File: src/rtl/oam_dma_ctl.sv
// Sprite-DMA sequencer and memory-bus arbiter. It takes over the CPU bus when the CPU
// writes the trigger address, then copies one 256-byte page to the OAM data port.
module oam_dma_ctl #(
  parameter logic [15:0] TRIGGER_ADDR  = 16'h4014,
  parameter logic [15:0] OAM_DATA_ADDR = 16'h2004
) (
  input  logic       clk,
  input  logic       rst_n,
  input  logic [7:0] cpu_addr_l,
  input  logic [7:0] cpu_addr_h,
  input  logic       cpu_rw,
  input  logic [7:0] cpu_wdata,
  output logic       cpu_rdy,
  output logic [7:0] mem_addr_l,
  output logic [7:0] mem_addr_h,
  output logic       mem_rw,
  output logic [7:0] mem_wdata,
  input  logic [7:0] mem_rdata,
  output logic       dma_busy
);

  typedef enum logic [2:0] {IDLE, HALT, ALIGN, READ, WRITE} state_t;

  state_t     state;
  logic       put;
  logic [7:0] page;
  logic [7:0] idx;
  logic [7:0] latch;
  logic       rdy_q;
  logic       busy_q;
  logic       trigger;

  assign trigger = (state == IDLE) && !cpu_rw &&
                   ({cpu_addr_h, cpu_addr_l} == TRIGGER_ADDR);

  // The put flop runs freely, so a DMA must line its reads up with the get phase.
  always_ff @(posedge clk) begin
    if (!rst_n) begin
      state  <= IDLE;
      put    <= 1'b0;
      page   <= 8'h00;
      idx    <= 8'h00;
      latch  <= 8'h00;
      rdy_q  <= 1'b1;
      busy_q <= 1'b0;
    end else begin
      put <= ~put;
      case (state)
        IDLE: begin
          if (trigger) begin
            page   <= cpu_wdata;
            idx    <= 8'h00;
            state  <= HALT;
            rdy_q  <= 1'b0;
            busy_q <= 1'b1;
          end
        end
        HALT:  state <= put ? READ : ALIGN;
        ALIGN: state <= READ;
        READ: begin
          latch <= mem_rdata;
          state <= WRITE;
        end
        WRITE: begin
          if (idx == 8'hFF) begin
            idx    <= 8'h00;
            state  <= IDLE;
            rdy_q  <= 1'b1;
            busy_q <= 1'b0;
          end else begin
            idx   <= idx + 8'd1;
            state <= READ;
          end
        end
        default: begin
          state  <= IDLE;
          rdy_q  <= 1'b1;
          busy_q <= 1'b0;
        end
      endcase
    end
  end

  always_comb begin
    mem_addr_h = cpu_addr_h;
    mem_addr_l = cpu_addr_l;
    mem_rw     = cpu_rw;
    mem_wdata  = cpu_wdata;
    case (state)
      IDLE: begin
      end
      // Dummy cycles keep the stalled CPU's address on the bus but force a read.
      HALT, ALIGN: begin
        mem_rw    = 1'b1;
        mem_wdata = latch;
      end
      READ: begin
        mem_addr_h = page;
        mem_addr_l = idx;
        mem_rw     = 1'b1;
        mem_wdata  = latch;
      end
      WRITE: begin
        mem_addr_h = OAM_DATA_ADDR[15:8];
        mem_addr_l = OAM_DATA_ADDR[7:0];
        mem_rw     = 1'b0;
        mem_wdata  = latch;
      end
      default: begin
      end
    endcase
  end

  assign cpu_rdy  = rdy_q;
  assign dma_busy = busy_q;

endmodule
File: config.mk
export PLATFORM = sky130hd
export DESIGN_NAME = oam_dma_ctl
export DESIGN_NICKNAME = d
export VERILOG_FILES = /design/src/rtl/oam_dma_ctl.sv
export SDC_FILE = /design/constraint.sdc
export NUM_CORES = 1
export LEC_CHECK = 0
export ABC_AREA = 0
export BUFFER_PORTS_ARGS = -buffer_cell sky130_fd_sc_hd__buf_2
export CORE_MARGIN = 8
export CORE_UTILIZATION = 25
export DETAILED_ROUTE_END_ITERATION = 16
export GPL_TIMING_DRIVEN = 0
export PLACE_DENSITY = 0.5
export SLEW_MARGIN = 20
export SYNTH_ARGS = -nofsm -noshare
export SYNTH_HDL_FRONTEND = slang
export SYNTH_SLANG_ARGS = --single-unit
File: constraint.sdc
create_clock -name clk -period 1.8 [get_ports clk]
set_input_delay 0.27 -clock clk [delete_from_list [all_inputs] [get_ports clk]]
set_output_delay 0.27 -clock clk [all_outputs]
set_load 0.02 [all_outputs]
# After elaboration in Yosys (flattened, before gate mapping)
# Index checks and enable logic that the tools add are counted.
# Widths: inputs -> output; s select.
dict set report word_totals {
  regBits 30
}
dict set report op_classes {
  n_addsub 1
  eq_ne 8
  n_mux 17
  bitwise 2
  reduce_logical 10
}
# cell n
set op_table {}
lappend op_table {{$pmux 8 s2} 3}
lappend op_table {{$mux 8} 3}
lappend op_table {{$eq 16x15->1 const B} 1}
lappend op_table {{$pmux 3 s5} 1}
lappend op_table {{$add 8x1->8 const B} 1}
lappend op_table {{$eq 8x8->1 const B} 1}
lappend op_table {{$eq 3x2->1 const B} 2}
lappend op_table {{$pmux 1 s3} 2}
lappend op_table {{$mux 1} 5}
lappend op_table {{$ne 2x2->1 const B} 2}
lappend op_table {{$reduce_and 2->1} 2}
lappend op_table {{$reduce_or 4->1} 1}
lappend op_table {{$eq 3x1->1 const B} 1}
lappend op_table {{$eq 3x3->1 const B} 1}
lappend op_table {{$logic_not 3->1} 1}
lappend op_table {{$mux 3} 1}
lappend op_table {{$reduce_and 3->1} 1}
lappend op_table {{$reduce_or 3->1} 1}
lappend op_table {{$logic_and 1x1->1} 2}
lappend op_table {{$mux 2} 1}
lappend op_table {{$not 1->1} 2}
lappend op_table {{$pmux 1 s2} 1}
lappend op_table {{$reduce_bool 2->1} 1}
lappend op_table {{$logic_not 1->1} 1}

# Depth between registers and ports, before layout
dict set report logic_depth {
  word_depth 5
  mapped_depth 6
  ltp_nobuf 5
}

# Worst setup path after synthesis
# No wires, ideal clock.
dict set report synth_path {
  kind {register to output}
  startpoint {register state[2]}
  endpoint {output mem_addr_h[1]}
  arrival_time_ps 1344
  path_slack_ps 186
  stages_incl_launch_ff 6
  n_path_buf 2
  path_cell_list {dfxtp_1 > buf_2 > nor3b_2 > nor2_1 > buf_2 > a22o_1}
}
dict set report synth_via {
  elab_chain_len 2
  elab_cells_between_ends 3
  classes_between {2 x eq/ne; 1 x mux}
}
# element line
set synth_rtl {}
lappend synth_rtl {{start: declaration} 24} ;# state_t state;
lappend synth_rtl {{start signal: assignment} 58} ;# HALT: state <= put ? READ : ALIGN;
lappend synth_rtl {{$eq 3x3->1 / $eq 3x2->1 (equally long branches)} 89} ;# case (state)
lappend synth_rtl {{$pmux 8 s2 (*)} 89}
lappend synth_rtl {{end: declaration} 15} ;# output logic [7:0] mem_addr_h,
# Mark *: on every way between the ends. The rest lies on a longest branch, timed or not.

# Final worst setup path
dict set report layout_path {
  startpoint {register state[0]}
  endpoint {output mem_wdata[6]}
}
dict set report layout_via {
  elab_chain_len 3
  elab_cells_between_ends 6
  classes_between {4 x eq/ne; 1 x mux; 1 x reduce/logical}
}
# element line
set layout_rtl {}
lappend layout_rtl {{$eq 3x3->1, or another cell as far along} 89}
lappend layout_rtl {{$reduce_or 4->1 (no source line) (*)} -}
lappend layout_rtl {{$mux 8 (*)} 89}
lappend layout_rtl {{end: declaration} 17} ;# output logic [7:0] mem_wdata,
# Marked as above.

==> flow_summary.json <==
{
  "status": "finished, violations left",
  "violations": "negative setup slack",
  "antenna_found_initial": 0,
  "crit_chain": "buf_6 -> nor2_4 -> xnor2_4 -> buf_12 -> mux2_4 -> buf_6",
  "synth_cell_types": 48,
  "hold_path_class": "primary input to register",
  "ys_warn_count": 0,
  "power_density_nw_per_um2": 553.5,
  "insertion_delay_ns": 0.28,
  "p_leak_nw": 1.129,
  "routedWlPerCell_microns": 16.50,
  "numPortBuffers": 61,
  "timing.reg2reg.setup_slack_ns": 0.09,
  "fp.dieW_microns": 98.20,
  "worst-setup-path-type": "register to primary output",
  "ff_latch_area_sq_um": 604.3,
  "layout_common_cells": "buf_2 (40), buf_6 (36), nand2_1 (35)",
  "cap_violations": 0,
  "grt_pass1_wl_microns": 9798,
  "clk_path_buf_depth": 2,
  "worst_pin_slew_ns": 0.5105,
  "start_util_pct": 25.28,
  "p_seq_share_pct": 45.5,
  "min_period_ns": 1.934,
  "synth_cells": 190,
  "grt_max_degree": 11,
  "routabilityCongestion": 0.7970,
  "max_freq_mhz": 517.1,
  "critPathMaxStageDelay_ns": 0.33,
  "vias": 1758,
  "cp.buffers_inverters": 3,
  "cp_top_family": "buffers and inverters",
  "p_sw_share_pct": 25.67,
  "cts.reportedPaths.clkPinSlew_ns": 0.07,
  "finalWirelength_microns": 5891,
  "numCtsBuffers": 5,
  "postPlaceCellArea_sq_um": 2095,
  "drc": 0,
  "end_kind": "primary output",
  "drive_gt1_share_pct": 44.77,
  "dieArea_sq_um": 9642,
  "worstPathMaxFanout": 8,
  "regToRegStartpoint": "state[2]$_SDFFE_PN0P_",
  "p_int_mw": 1.087,
  "grt_pass1_vias": 1905,
  "reg2reg_depth": 6,
  "setup_viol": 24,
  "die-height_microns": 98.20,
  "cts_tree": "yes",
  "nets": 312,
  "maxSlewHeadroom_pct": 65.97,
  "min_to": "latch[7]$_SDFFE_PN0N_",
  "rows": 30,
  "finalMaxSlewViolations": 0,
  "cp.required_ns": 1.53,
  "area_growth_pct": 56.37,
  "min_from": "mem_rdata[7]",
  "p_sw_mw": 0.3752,
  "fillers": 688,
  "h-tree-depth": 2,
  "grt_use_total_pct": 12.65,
  "multi_input_area_sq_um": 1092,
  "layout_setup_ws_ns": -0.1338,
  "finalPower_mw": 1.462,
  "drt-initial-drc-count": 87,
  "irDropWorstVdd_uv": 308.0,
  "arrival_ns": 1.66,
  "cpMostUsedCell": "buf_6",
  "coreArea_sq_um": 6681,
  "io_pins": 62,
  "rsz0062_at_grt": "true",
  "place_hpwl_microns": 4172,
  "syn_avg_cell_area_sq_um": 8.890,
  "p_clk_share_pct": 39.4,
  "min_period_over_period_pct": 107.4,
  "synth_area_sq_um": 1689,
  "viasPerCell": 4.924,
  "synth_seq_cells": 30,
  "hold_viol": 0,
  "grt-ovfl-total": 0,
  "syn_nets": 226,
  "slowest_stage": "dfxtp_2",
  "combPwrFrac_pct": 15.1,
  "fin_skew_ns": 0.003163,
  "ys_seq_area_share_pct": 35.56,
  "ant_nets": 0,
  "antenna_cells": 0,
  "final_common_cell": "buf_2",
  "synth_async_sr_flop_share_pct": 0,
  "drtPass1Iterations": 4,
  "cts_sinks": 30,
  "r2r-end": "page[5]$_SDFFE_PN0P_",
  "cp-start-kind": "register",
  "synth_edf_count": 0,
  "cts-root-buf": "clkbuf_8",
  "hold_path_depth": 3,
  "ys.flop_type": "dfxtp_1",
  "cts_hold_buffers": 0,
  "stdcell_area_sq_um": 2641
}
## state kept, by name, indices dropped and copies added (netlist names)
name      cells
cpu_rdy       1
dma_busy      1
idx           8
latch         8
page          8
put           1
state         3
## cell usage after synthesis (3+ instances only)
master	n	area (sq um)
buf_6	3	33.78
mux2i_1	8	80.08
o21ai_0	6	30.03
a21oi_1	8	40.04
mux2_2	8	90.09
buf_2	6	30.03
nand3_1	7	35.03
a21boi_0	8	60.06
nand2_1	37	138.9
a22o_1	14	122.6
dfxtp_1	30	600.6
clkbuf_1	4	15.01
nor2_1	6	22.52
nor4_1	3	18.77
## area by class of cell
type                            instances  area share (%)
Sequential cell                        30           22.88
Clock inverter                          1          0.1895
Inverter                                2          0.2842
Tap cell                               80           3.790
Timing Repair Buffer                   79           23.69
Buffer                                 13           4.548
Clock buffer                            7           3.269
Multi-Input combinational cell        145           41.35
## power by group through the flow
stage | clock network, mW | registers [mW] | logic (mW)
2_1_floorplan | 0 | 0.681 | 0.0887
3_3_place_gp | 0 | 0.681 | 0.176
3_5_place_dp | 0 | 0.681 | 0.176
4_1_cts | 0.586 | 0.666 | 0.223
5_1_grt | 0.619 | 0.666 | 0.236
6_report | 0.576 | 0.666 | 0.220
## worst max path at each step
stage,startpoint,to,slack [ns],depth (start not counted)
3_5_place_dp,state[2]$_SDFFE_PN0P_,mem_addr_l[7],-0.22,6
4_1_cts,state[1]$_SDFFE_PN0P_,mem_wdata[1],-0.12,6
3_3_place_gp,state[2]$_SDFFE_PN0P_,mem_addr_l[7],-0.20,6
5_1_grt,state[0]$_SDFFE_PN0P_,mem_wdata[6],-0.19,6
6_report,state[0]$_SDFFE_PN0P_,mem_wdata[6],-0.13,6
2_1_floorplan,state[2]$_SDFFE_PN0P_,mem_addr_h[1],0.19,5
## tightest hold or removal path, stage by stage
cell and delay (ns):
buf_2 0.10, nand2_1 0.04, a21boi_0 0.06
## metal layers
metal | track usage [%] | wire (microns) | vias to the layer above
li1 | - | - | 867
met5 | 0 | 0 | -
met2 | 21.87 | 2924 | 55
met4 | 4.604 | 43 | 0
met3 | 4.267 | 418 | 4
met1 | 14.08 | 2504 | 832
## repair_timing
item | CTS | global route
gates cloned | 3 | 0
buffers inserted | 14 | 1
pin swaps | 9 | 5
endpoints found under the setup margin | 24 | 34
resized for setup | 88 | 3
## metrics by stage
stage	utilization (%)	instances	TNS (ns)	setup slack, ns	hold WS (ns)
after floorplan	-	190	0	0.1861	0.3918
after global placement	31.35	331	-3.279	-0.2032	0.4050
after detailed placement	31.35	331	-2.897	-0.2154	0.4105
after CTS	39.25	356	-1.551	-0.1204	0.2217
after global routing	39.53	357	-3.120	-0.1912	0.2338
final	39.53	357	-1.741	-0.1338	0.2281
## cells by family after synthesis
kind of cell	share of synthesized area, %
simple gates	22.96
compound gates	24.07
flops	35.56
mux	10.07
buf+inv	5.111
xor+xnor	1.482
fa+ha+maj	0.7406
Power figures use the tool's default switching activity.
